$ cat src/rtl/fetch_prefetch_queue.sv
// ---------------------------------------------------------------------------
// fetch_prefetch_queue
//
// Instruction fetch front end. It owns the program counter, issues sequential
// word reads to the instruction RAM, and buffers the returned words with their
// PCs in a small FIFO. Decode sees the FIFO head and can stall. A redirect from
// a later stage flushes everything and restarts fetch at the new address.
//
// Parameters
//   DEPTH     FIFO entries (power of two, >= 2)
//   RESET_PC  first fetch address after reset (word aligned)
//
// Ports
//   clk             rising-edge clock
//   reset_n         asynchronous active-low reset
//   rd_ram_en       read request strobe (at most one per cycle)
//   rd_ram_addr     word-aligned request address
//   rd_ram_data     read data, valid the cycle after the request
//   redirect_valid  flush and restart fetch at redirect_pc
//   redirect_pc     new fetch address, bits [1:0] ignored
//   stall           decode cannot accept this cycle
//   out_valid       out_inst/out_pc hold a valid instruction
//   out_inst        instruction word presented to decode
//   out_pc          address of out_inst
//
// Optional feature macro: PREFETCH_BYPASS_EN
//   When defined, a response that arrives while the FIFO is empty is shown
//   to decode in its arrival cycle; it only enters the FIFO if decode stalls.
// ---------------------------------------------------------------------------
module fetch_prefetch_queue #(
    parameter int          DEPTH    = 4,
    parameter logic [31:0] RESET_PC = 32'h0000_0000
) (
    input  logic        clk,
    input  logic        reset_n,
    output logic        rd_ram_en,
    output logic [31:0] rd_ram_addr,
    input  logic [31:0] rd_ram_data,
    input  logic        redirect_valid,
    input  logic [31:0] redirect_pc,
    input  logic        stall,
    output logic        out_valid,
    output logic [31:0] out_inst,
    output logic [31:0] out_pc
);
    localparam int          AW      = (DEPTH > 1) ? $clog2(DEPTH) : 1;
    localparam logic [AW:0] DEPTH_C = (AW + 1)'(DEPTH);

    logic [31:0]   r_fetch_pc;
    logic [31:0]   r_req_pc;
    logic [AW-1:0] r_head;
    logic [AW-1:0] r_tail;
    logic [AW:0]   r_count;
    logic          r_inflight;
    logic [31:0]   r_mem_inst [DEPTH];
    logic [31:0]   r_mem_pc   [DEPTH];

    logic          w_redirect;
    logic [31:0]   w_redirect_addr;
    logic [AW:0]   w_used;
    logic          w_issue;
    logic          w_resp;
    logic          w_fifo_nonempty;
    logic          w_bypass;
    logic          w_push;
    logic          w_pop;

    // Redirect is ignored while held in reset so the request port stays idle.
    assign w_redirect      = reset_n & redirect_valid;
    assign w_redirect_addr = {redirect_pc[31:2], 2'b00};

    // Credits come from registered state only: an entry popped this cycle
    // is not reusable until next cycle, which keeps the FIFO from overflowing.
    assign w_used          = r_count + {{AW{1'b0}}, r_inflight};
    assign w_issue         = reset_n & (w_redirect | (w_used < DEPTH_C));

    // The response of the old stream is dropped in a redirect cycle.
    assign w_resp          = r_inflight & ~w_redirect;
    assign w_fifo_nonempty = (r_count != '0);

`ifdef PREFETCH_BYPASS_EN
    assign w_bypass = w_resp & ~w_fifo_nonempty;
`else
    assign w_bypass = 1'b0;
`endif

    // A bypassed response that decode accepts never needs a FIFO slot.
    assign w_push = w_resp & ~(w_bypass & ~stall);
    assign w_pop  = w_fifo_nonempty & ~stall;

    assign rd_ram_en   = w_issue;
    assign rd_ram_addr = w_redirect ? w_redirect_addr : r_fetch_pc;

    // Decode-facing outputs are zero whenever nothing valid is presented.
    always_comb begin
        out_valid = 1'b0;
        out_inst  = '0;
        out_pc    = '0;
        if (w_fifo_nonempty) begin
            out_valid = 1'b1;
            out_inst  = r_mem_inst[r_head];
            out_pc    = r_mem_pc[r_head];
        end else if (w_bypass) begin
            out_valid = 1'b1;
            out_inst  = rd_ram_data;
            out_pc    = r_req_pc;
        end
    end

    // Control state: pointers, occupancy, fetch PC and the outstanding request.
    always_ff @(posedge clk or negedge reset_n) begin
        if (!reset_n) begin
            r_fetch_pc <= RESET_PC;
            r_req_pc   <= '0;
            r_head     <= '0;
            r_tail     <= '0;
            r_count    <= '0;
            r_inflight <= 1'b0;
        end else if (w_redirect) begin
            r_head     <= '0;
            r_tail     <= '0;
            r_count    <= '0;
            r_inflight <= 1'b1;
            r_req_pc   <= w_redirect_addr;
            r_fetch_pc <= w_redirect_addr + 32'd4;
        end else begin
            r_inflight <= w_issue;
            if (w_issue) begin
                r_req_pc   <= r_fetch_pc;
                r_fetch_pc <= r_fetch_pc + 32'd4;
            end
            if (w_push) begin
                r_tail <= r_tail + AW'(1);
            end
            if (w_pop) begin
                r_head <= r_head + AW'(1);
            end
            case ({w_push, w_pop})
                2'b10:   r_count <= r_count + (AW + 1)'(1);
                2'b01:   r_count <= r_count - (AW + 1)'(1);
                default: r_count <= r_count;
            endcase
        end
    end

    // Storage needs no reset: entries are only read when r_count says valid.
    always_ff @(posedge clk) begin
        if (w_push) begin
            r_mem_inst[r_tail] <= rd_ram_data;
            r_mem_pc[r_tail]   <= r_req_pc;
        end
    end

endmodule

$ cat config.mk
export PLATFORM = sky130hd
export DESIGN_NAME = fetch_prefetch_queue
export DESIGN_NICKNAME = d
export VERILOG_FILES = /design/src/rtl/fetch_prefetch_queue.sv
export SDC_FILE = /design/constraint.sdc
export NUM_CORES = 1
export LEC_CHECK = 0
export CORE_MARGIN = 3
export CORE_UTILIZATION = 55
export CTS_BUF_LIST = sky130_fd_sc_hd__clkbuf_4
export DETAILED_ROUTE_END_ITERATION = 8
export PLACE_DENSITY = 0.79
export SETUP_SLACK_MARGIN = 0.5
export SLEW_MARGIN = 20
export SYNTH_ARGS = -nofsm -noshare
export SYNTH_HDL_FRONTEND = slang
export SYNTH_SLANG_ARGS = --single-unit
$ cat constraint.sdc
create_clock -name clk -period 5.9 [get_ports clk]
set_input_delay 1.18 -clock clk [delete_from_list [all_inputs] [get_ports clk]]
set_output_delay 1.18 -clock clk [all_outputs]
set_load 0.01 [all_outputs]
==> run_results.csv <==
group,metric,value,unit
drt,drc,0,
drt,ant_nets,0,
clocking,post-cts-setup-buffer-count,0,
synthesis,synth_edf_count,248,
clocking,clk_pin_slew,0.07,ns
drt,wl_per_cell,19.2,um
clocking,post_cts_resized,0,
final_layout,finalNonFillerCells,1438,
timing,fin_skew,0.0338,ns
power_and_ir_drop,power_density,481,nW/um2
place,dp_hpwl,16.5,mm
place,post-place-cells,1294,
synthesis,synthCells,845,
critical_path,crit_fanout,37,
floorplan,die_h,161,um
synthesis,synth_seq_cells,316,
synthesis,yosysSeqAreaShare,69.2,%
power_and_ir_drop,swShare,30.9,%
timing,slew_violations,0,
timing,slew_headroom,31.3,%
floorplan,coreArea,23500,um2
critical_path,worstPathArrival,3.68,ns
place,io_buffers,159,
global_route,grt_pass1_vias,8205,
final_layout,fillCellCount,1684,
global_route,grt-ovfl-total,0,
synthesis,avgSynthCellArea,15.7,um2
hold_path,hp-class,"reg2reg",
clocking,clkLatencyLatePin,0.66,ns
clocking,htree_num_levels,3,
critical_path,crit_path_end_kind,"primary output",
power_and_ir_drop,p_int,5.38,mW
power_and_ir_drop,comb_power_share,33.6,%
final_layout,syn_to_final_growth,22.5,%
clocking,cts.hold.buffers_added,0,
power_and_ir_drop,p_seq_share,42.8,%
drt,vias,7852,
drt,vias_per_cell,5.46,
global_route,grt_pass1_wl,43.8,mm
critical_path,crit_path_frequent_cell,"clkdlybuf4s50_1",
synthesis,syn-cell-area,13200,um2
timing,hold_viol_final,0,
critical_path,crit_path_top_delay_cell,"and2_2",
timing,timing.hold.ws,0.493,ns
timing,fin_crit,4.86,ns
critical_path,worstSetupStartpointType,"input port",
critical_path,path_cells,"clkdlybuf4s50_1 -> and2_2 -> buf_4 -> mux2i_1 -> inv_1 -> clkdlybuf4s50_1",
floorplan,rows,56,
drt,drt-pass1-iter-count,5,
synthesis,async_flop_share,21.5,%
timing,max_freq,206,MHz
critical_path,timing.critical_path.buf_inv,4,
global_route,grt_use_total,21.7,%
final_layout,drive_gt1_share,20.8,%
critical_path,cpLargestDelayFamily,"buffers and inverters",
global_route,antenna_found_initial,3,
drt,drt-total-wl,27.5,mm
clocking,cts-root-buf,"clkbuf_4",
critical_path,path_class,"in2out",
power_and_ir_drop,ir_worst_vdd,0.000268,V
synthesis,synth_cell_types,35,
job,max_cap_violations,0,
synthesis,synth_ff_type,"edfxtp_1",
timing,period_share,82.4,%
final_layout,final_common_cell,"edfxtp_1",
power_and_ir_drop,power.switching,2.41,mW
floorplan,chipWidth,161,um
critical_path,crit_required,4.72,ns
floorplan,initial_core_util,56.2,%
power_and_ir_drop,pwr-share-clk,23.6,%
power_and_ir_drop,finalPower,7.79,mW
final_layout,num-nets-final,1130,
synthesis,yosys_warnings,0,
drt,drt_iter0_markers,486,
critical_path,max_stage_delay,0.75,ns
timing,grt_setup_unrepaired,"no",
place,place_congestion,0.835,
floorplan,die_area,25900,um2
clocking,cts_buffers,79,
run_status,status,"finished clean",
timing,tns,0,ns
clocking,tritoncts,"yes",
global_route,grt_max_degree,97,
timing,finalSetupViolCount,0,
final_layout,final_cell_mix,"248 x edfxtp_1, 158 x clkdlybuf4s50_1, 124 x clkbuf_4, 101 x nand2_1, 66 x dfrtp_1",
timing,tightest_slew,1.03,ns
power_and_ir_drop,total_leakage_power,5.87,nW
clocking,clock-sinks,316,
floorplan,io-pin-count,166,
clocking,cts.path.max_buffers,3,
cell type report:
class / count / area, um2 / share of cell area [%]
clock buffers: 124 / 931 / 5.74
repair buffers: 175 / 1710 / 10.5
inverters: 29 / 109 / 0.672
well taps: 319 / 399 / 2.46
diodes: 1 / 2.50 / 0.0154
multi-input cells: 455 / 3790 / 23.4
clock inverters: 19 / 109 / 0.672
flip-flops and latches: 316 / 9150 / 56.5
through the flow:
step	util [%]	setup slack (ns)	instance area, um2
final	68.8	1.04	16200
after global routing	68.8	0.963	16200
after CTS	68.8	1.03	16200
after detailed placement	64.4	1.04	15200
after global placement	64.4	1.07	15200
after floorplan	-	1.93	13200
layer usage:
| layer | GRT usage [%] | wire length [um] | up-vias |
|---|---|---|---|
| met4 | 7.98 | 595 | 4 |
| met5 | 0 | 27 | - |
| li1 | - | - | 3594 |
| met3 | 5.44 | 1930 | 56 |
| met2 | 35.3 | 13700 | 305 |
| met1 | 28.7 | 11300 | 3893 |
kinds of logic (layout without fill, tap and decap cells):
kind of cell | count (synthesis) | in the layout | synth area share (%)
buffers and inverters | 77 | 347 | 2.54
other | 1 | 5 | 0.0284
flip-flops | 316 | 316 | 69.2
AO/OA/AOI/OAI | 69 | 69 | 2.73
XOR/XNOR | 42 | 42 | 2.78
AND/OR/NAND/NOR | 240 | 240 | 9.10
adder cells (fa/ha/maj) | 6 | 6 | 0.624
multiplexers | 94 | 94 | 13.0
worst register-to-register path, stage by stage, from the launching register on:
cell and delay, ns:
dfrtp_1 0.35, mux2_2 0.26, ha_1 0.25, nand2_1 0.08, o21ai_1 0.24, nand3_1 0.23, nor3_1 0.55, nand3_1 0.18
xor2_1 0.17, mux2i_1 0.08
synthesized netlist by cell type (2+ instances only):
library cell / number / area, um2
buf_2: 10 / 50.1
buf_1: 2 / 7.51
mux4_2: 62 / 1400
ha_1: 5 / 62.6
nand3_1: 20 / 100
buf_4: 5 / 37.5
and2_1: 2 / 12.5
dfrtp_1: 68 / 1700
inv_1: 28 / 105
mux2_2: 5 / 56.3
nand2_1: 101 / 379
a21oi_1: 6 / 30.0
mux2i_1: 27 / 270
nor2_1: 22 / 82.6
o21ai_2: 2 / 17.5
xnor2_1: 29 / 254
and3_1: 8 / 50.1
clkbuf_1: 29 / 109
nor3_1: 6 / 30.0
nor4_2: 2 / 25.0
o21ai_1: 14 / 70.1
edfxtp_1: 248 / 7450
a31oi_1: 3 / 18.8
o21ai_0: 42 / 210
buf_6: 2 / 22.5
nor2b_1: 62 / 388
nand4_2: 2 / 25.0
nand4_1: 14 / 87.6
xor2_1: 13 / 114
registers in the layout, indices dropped and copies added (netlist names):
signal      cells
r_mem_pc      120
r_fetch_pc     30
r_tail          2
r_inflight      1
r_head          2
r_count         3
r_req_pc       30
r_mem_inst    128
power by group through the flow:
stage / combinational, mW / clock (mW) / sequential [mW]
final: 2.62 / 1.84 / 3.33
after detailed placement: 2.65 / 0 / 3.38
after floorplan: 1.58 / 0 / 3.18
after global placement: 2.60 / 0 / 3.34
after CTS: 2.66 / 1.90 / 3.34
after global routing: 2.84 / 2.02 / 3.40
worst paths after layout:
kind / from / endpoint / slack [ns] / depth (start not counted)
max in group asynchronous: reset_n / r_head[0] / 4.32 / 2
worst max-delay path: redirect_valid / rd_ram_addr[6] / 1.04 / 6
worst min-delay path: r_fetch_pc[31] / r_fetch_pc[31] / 0.49 / 2
worst min register to register: r_fetch_pc[31] / r_fetch_pc[31] / 0.49 / 2
min in group asynchronous: reset_n / r_fetch_pc[11] / 0.81 / 2
worst max register to register: r_fetch_pc[2] / r_fetch_pc[26] / 3.37 / 9
Note: power is estimated with default switching activity, not from simulation.
